<file path="src/rtl/dec5_serial.sv">
// Bit-serial decrementer: o = i - 1 (mod 2^WIDTH), formed by adding all-ones
// one bit per clock through a single full-adder cell with a registered carry.
module dec5_serial #(
  parameter int WIDTH = 5
) (
  input  logic             clk,
  input  logic             rst,
  input  logic             start,
  input  logic [WIDTH-1:0] i,
  output logic [WIDTH-1:0] o,
  output logic             busy,
  output logic             done,
  output logic             underflow
);

  // state | meaning
  // IDLE  | waiting for start; o/underflow hold the last result
  // SHIFT | one operand bit consumed per edge, LSB first
  typedef enum logic {IDLE, SHIFT} state_t;

  localparam int CW = $clog2(WIDTH);
  localparam logic [CW-1:0] LAST = CW'(WIDTH - 1);

  state_t           state_q;
  logic [WIDTH-1:0] a_q;
  logic [WIDTH-1:0] res_q;
  logic [WIDTH-1:0] o_q;
  logic [CW-1:0]    cnt_q;
  logic             c_q;
  logic             busy_q;
  logic             done_q;
  logic             uf_q;

  logic             bit_s;
  logic             sum_d;
  logic             c_d;
  logic [WIDTH-1:0] res_d;

  // Full adder with the second operand tied to 1: carry is majority(a,1,c) = a|c.
  always_comb begin
    bit_s = a_q[0];
    sum_d = bit_s ^ 1'b1 ^ c_q;
    c_d   = bit_s | c_q;
    res_d = {sum_d, res_q[WIDTH-1:1]};
  end

  always_ff @(posedge clk) begin
    if (rst) begin
      state_q <= IDLE;
      a_q     <= '0;
      res_q   <= '0;
      o_q     <= '0;
      cnt_q   <= '0;
      c_q     <= 1'b0;
      busy_q  <= 1'b0;
      done_q  <= 1'b0;
      uf_q    <= 1'b0;
    end else begin
      done_q <= 1'b0;
      case (state_q)
        IDLE: begin
          busy_q <= 1'b0;
          if (start) begin
            a_q     <= i;
            c_q     <= 1'b0;
            cnt_q   <= '0;
            state_q <= SHIFT;
          end
        end
        SHIFT: begin
          a_q   <= a_q >> 1;
          c_q   <= c_d;
          res_q <= res_d;
          cnt_q <= cnt_q + CW'(1);
          if (cnt_q == LAST) begin
            o_q     <= res_d;
            uf_q    <= ~c_d;
            done_q  <= 1'b1;
            busy_q  <= 1'b0;
            state_q <= IDLE;
          end else begin
            busy_q <= 1'b1;
          end
        end
        default: state_q <= IDLE;
      endcase
    end
  end

  assign o         = o_q;
  assign busy      = busy_q;
  assign done      = done_q;
  assign underflow = uf_q;

endmodule

</file>
<file path="config.mk">
export PLATFORM = sky130hd
export DESIGN_NAME = dec5_serial
export DESIGN_NICKNAME = d
export VERILOG_FILES = /design/src/rtl/dec5_serial.sv
export SDC_FILE = /design/constraint.sdc
export NUM_CORES = 1
export LEC_CHECK = 0
export BUFFER_PORTS_ARGS = -buffer_cell sky130_fd_sc_hd__buf_2
export CAP_MARGIN = 20
export CORE_MARGIN = 2
export CORE_UTILIZATION = 46
export CTS_CLUSTER_DIAMETER = 60
export DETAILED_ROUTE_END_ITERATION = 8
export PLACE_DENSITY = 0.67
export REMOVE_ABC_BUFFERS = 1
export SLEW_MARGIN = 20
export SYNTH_ARGS = -nofsm -noshare
export SYNTH_HDL_FRONTEND = slang
export SYNTH_SLANG_ARGS = --single-unit
export TNS_END_PERCENT = 50
</file>
<file path="constraint.sdc">
create_clock -name clk -period 2.1 [get_ports clk]
set_clock_uncertainty 0.1 [all_clocks]
set_input_delay 0.105 -clock clk [delete_from_list [all_inputs] [get_ports clk]]
set_output_delay 0.105 -clock clk [all_outputs]
set_load 0.05 [all_outputs]
</file>
After elaboration in Yosys (flattened, before gate mapping)
Index checks and enable logic that the tools add are counted.
{"block": "op_classes", "addsub": 1, "n_eq_ne": 2, "n_mux": 11, "n_bitwise": 5, "reduce_logical": 2}
{"op": "5-bit one-hot mux with 2 select lines", "n": 1}
{"op": "1-bit one-hot mux with 2 select lines", "n": 3}
{"op": "3-bit one-hot mux with 2 select lines", "n": 1}
{"op": "5-bit two-way mux", "n": 1}
{"op": "1-bit two-way mux", "n": 4}
{"op": "3-bit by 1-bit adder with 3-bit output, second input constant", "n": 1}
{"op": "3-bit == test, second input constant", "n": 1}
{"op": "3-bit two-way mux", "n": 1}
{"op": "1-bit inverter", "n": 3}
{"op": "2-bit inequality test, second input constant", "n": 1}
{"op": "2-bit AND reduction", "n": 1}
{"op": "2-bit OR reduction", "n": 1}
{"op": "1-bit OR", "n": 1}
{"op": "1-bit XOR", "n": 1}
{"block": "totals", "ff_bits": 23, "inputBits": 8, "wordCells": 30}

Longest topological paths before layout
{"block": "logic_depth", "ltp_word": 3, "mapped_depth": 6, "depth_no_buf": 5}

Worst setup path before layout
No wires, ideal clock.
{"block": "synth_timing", "path_type": "reg2reg", "start": "register cnt_q[0]", "end": "register o_q[4] (netlist: o[4])", "arrival_ns": 1.084, "t_required_ns": 1.921, "path_slack_ns": 0.837, "path_stages_with_launch": 6, "path_buffers": 1, "period_less_slack_ns": 1.263, "path_cell_list": "dfxtp_1 inv_1 ha_1 and3_1 buf_6 a211oi_2"}
{"block": "synth_between", "elab_chain_len": 2}
{"element": "from (decl)", "line": "28", "text": "logic [CW-1:0] cnt_q;"}
{"element": "from (signal assigned)", "line": "74", "text": "cnt_q <= cnt_q + CW'(1);"}
{"element": "3-bit == test", "line": "75", "text": "if (cnt_q == LAST) begin"}
{"element": "2-bit AND reduction (no line)"}
{"element": "to (signal assigned)", "line": "76", "text": "o_q <= res_d;"}
{"element": "to (decl)", "line": "27", "text": "logic [WIDTH-1:0] o_q;"}
No other way between the ends.
A chain may end at the register's enable or synchronous reset.

Worst setup path in the final report
Same ends and word-level chain as after synthesis.

==> flow_metrics.env <==
export IMPL_tns_ns=0
export IMPL_wirelength_um=1420
export IMPL_hold_viol=0
export IMPL_cp_cell_sequence="inv_1 > ha_1 > and3_1 > nor2_2 > a211oi_2"
export IMPL_worstPathArrival_ns=1.49
export IMPL_syn_inst=100
export IMPL_grt_pass1_wl_um=2640
export IMPL_core_um2=1920
export IMPL_drtIter0Drc=7
export IMPL_fmax_mhz=734
export IMPL_final_common_cell="dfxtp_1"
export IMPL_finalCritPeriodShare=0.649
export IMPL_worst_ep_required_time_ns=2.23
export IMPL_grt_antenna_before_repair=0
export IMPL_portBuffers=15
export IMPL_fp_row_count=16
export IMPL_synth_distinct_cells=22
export IMPL_r2r_end="o[4]"
export IMPL_power_leakage_nw=0.436
export IMPL_period_needed_ns=1.36
export IMPL_drv_slew=0
export IMPL_numCtsBuffers=3
export IMPL_routedWlPerCell_um=9.96
export IMPL_syn_to_final_growth_pct=12.9
export IMPL_drive_gt1_frac=0.200
export IMPL_ant_nets=0
export IMPL_peakVddDrop_mv=0.445
export IMPL_vias_per_cell=4.86
export IMPL_floorplan_die_width_um=48.5
export IMPL_via_count=690
export IMPL_crit_slowest_cell="and3_1"
export IMPL_cts_max_level=1
export IMPL_grt_start_max_net_pins=22
export IMPL_tightestPinTransition_ns=0.375
export IMPL_die_h_um=48.5
export IMPL_grt_pass1_vias=637
export IMPL_fin_nets=127
export IMPL_cts_tree="yes"
export IMPL_critPathBufInv=1
export IMPL_crit_reg2reg_launch="cnt_q[0]"
export IMPL_async_reset_ff_frac=0
export IMPL_hold_start="start"
export IMPL_min_to="state_q"
export IMPL_crit_type="reg -> reg"
export IMPL_postSynthAreaPerCell_um2=9.10
export IMPL_clockBufferDepth=2
export IMPL_track_usage=0.138
export IMPL_setup_viol=0
export IMPL_r2r_slack_ns=0.74
export IMPL_crit_fanout=8
export IMPL_synth_edf_count=0
export IMPL_first_pass_iters=4
export IMPL_synthFlopType="dfxtp_1"
export IMPL_rsz0062_at_grt="false"
export IMPL_hold_path_class="in -> reg"
export IMPL_clk_pin_slew_ns=0.11
export IMPL_ioPinCount=16
export IMPL_start_util=0.473
export IMPL_num_antenna_cells=0
export IMPL_start_kind="register"
export IMPL_relSlewSlack=0.750
export IMPL_p_per_area_nw_per_um2=712
export IMPL_clkLatencyLatePin_ns=0.29
export IMPL_cp_slowest_stage_delay_ns=0.35
export IMPL_fillers=215
export IMPL_critPathCaptureType="register"
export IMPL_grt_overflow=0
export IMPL_dieArea_um2=2350
export IMPL_r2r_cells=5
export IMPL_drv_cap=0
export IMPL_synth_area_um2=910
export IMPL_ys_ff_latch=22
export IMPL_outcome="finished, final reports clean"
export IMPL_whs_path_depth=3
export IMPL_yosys_warnings=0
export IMPL_final_util=0.535
export IMPL_ys_seq_area_frac=0.484
export IMPL_cp_top_family="simple AND/OR/NAND/NOR gates"
export IMPL_drc_errors=0
export IMPL_final_cell_mix="22 x dfxtp_1, 15 x nand2_1, 15 x buf_2"
export IMPL_clock_sinks=22
export IMPL_gp_congestion=0.703
export IMPL_clockRootBuffer="clkbuf_4"
## synthesized netlist by cell type, types with 2 or more instances
master | instances | area, µm²
dfxtp_1 | 22 | 440
nand2b_1 | 2 | 12.5
buf_4 | 3 | 22.5
o21ai_0 | 4 | 20.0
clkbuf_1 | 2 | 7.51
nand2_1 | 15 | 56.3
ha_1 | 3 | 37.5
nor2_1 | 10 | 37.5
nor3_1 | 2 | 10.0
nor2b_1 | 4 | 25.0
inv_1 | 4 | 15.0
buf_6 | 2 | 22.5
mux2i_1 | 8 | 80.1
nor3b_1 | 3 | 22.5
a21oi_1 | 9 | 45.0
## logic make-up after synthesis
logic type	count (synthesis)	synth area share
AND/OR/NAND/NOR	39	0.199
multiplexers	8	0.0880
flip-flops	22	0.484
adder cells (fa/ha/maj)	3	0.0413
XOR/XNOR	1	0.00963
buffers and inverters	11	0.0743
AO/OA/AOI/OAI	16	0.103
## report_power, final
group / total (W) / switching, W / internal [W]
Clock: 0.000221 / 0.000116 / 0.000106
Sequential: 0.000438 / 0.00000748 / 0.000431
Combinational: 0.0000714 / 0.0000399 / 0.0000314
Total: 0.000731 / 0.000163 / 0.000568
## area by class of cell
| type | count | area [µm²] | area share |
|---|---|---|---|
| Clock buffer | 4 | 36.3 | 0.0353 |
| Inverter | 4 | 15.0 | 0.0146 |
| Multi-Input combinational cell | 67 | 402 | 0.391 |
| Sequential cell | 22 | 440 | 0.429 |
| Tap cell | 27 | 33.8 | 0.0329 |
| Timing Repair Buffer | 18 | 100 | 0.0974 |
## worst reg2reg max path: cells and delay by family (launching register included)
kind                       cells  cell delay, ns
buffers and inverters          1            0.07
adders and majority gates      1            0.20
and+or+nand+nor                2            0.41
AOI/OAI and AO/OA              1            0.18
DFF                            1            0.34
## how the worst max path moves through the flow
stage                       to  cells after the start      from  slack [ns]
after floorplan           o[4]                      3   state_q        0.58
final                     o[4]                      5  cnt_q[0]        0.74
after detailed placement  o[4]                      5  cnt_q[0]        0.74
after global placement    o[4]                      5  cnt_q[0]        0.80
after CTS                 o[4]                      5  cnt_q[0]        0.72
after global routing      o[2]                      5  cnt_q[0]        0.65
## per-layer routing
| layer | share of wire | track usage | vias up |
|---|---|---|---|
| met1 | 0.50 | 0.181 | 318 |
| li1 | - | - | 357 |
| met4 | 0 | 0.0429 | 0 |
| met5 | 0 | 0 | - |
| met2 | 0.44 | 0.225 | 15 |
| met3 | 0.055 | 0.0340 | 0 |
## sequential cells by signal, summed over array words and instances, names as in the netlist, 3 cells and up
signal / cells
res_q: 4
a_q: 5
o: 5
cnt_q: 3
## metrics by stage
step	power (W)	cell area (µm²)	worst slack, ns	cells	hold slack [ns]
finish	0.000731	1030	0.737	142	0.0815
global placement	0.000515	981	0.804	137	0.290
global route	0.000770	1030	0.647	142	0.0850
floorplan	0.000489	857	0.583	93	0.0696
detailed placement	0.000518	981	0.742	137	0.313
CTS	0.000739	1030	0.724	142	0.0723
## what timing repair did
item / CTS / global route
buffers inserted: 0 / 0
hold buffers: 1 / 0
endpoints found under the setup margin: 0 / 0
hold endpoints to repair: 1 / 0
resized for setup: 0 / 0
Note: power is estimated with default switching activity, not from simulation.
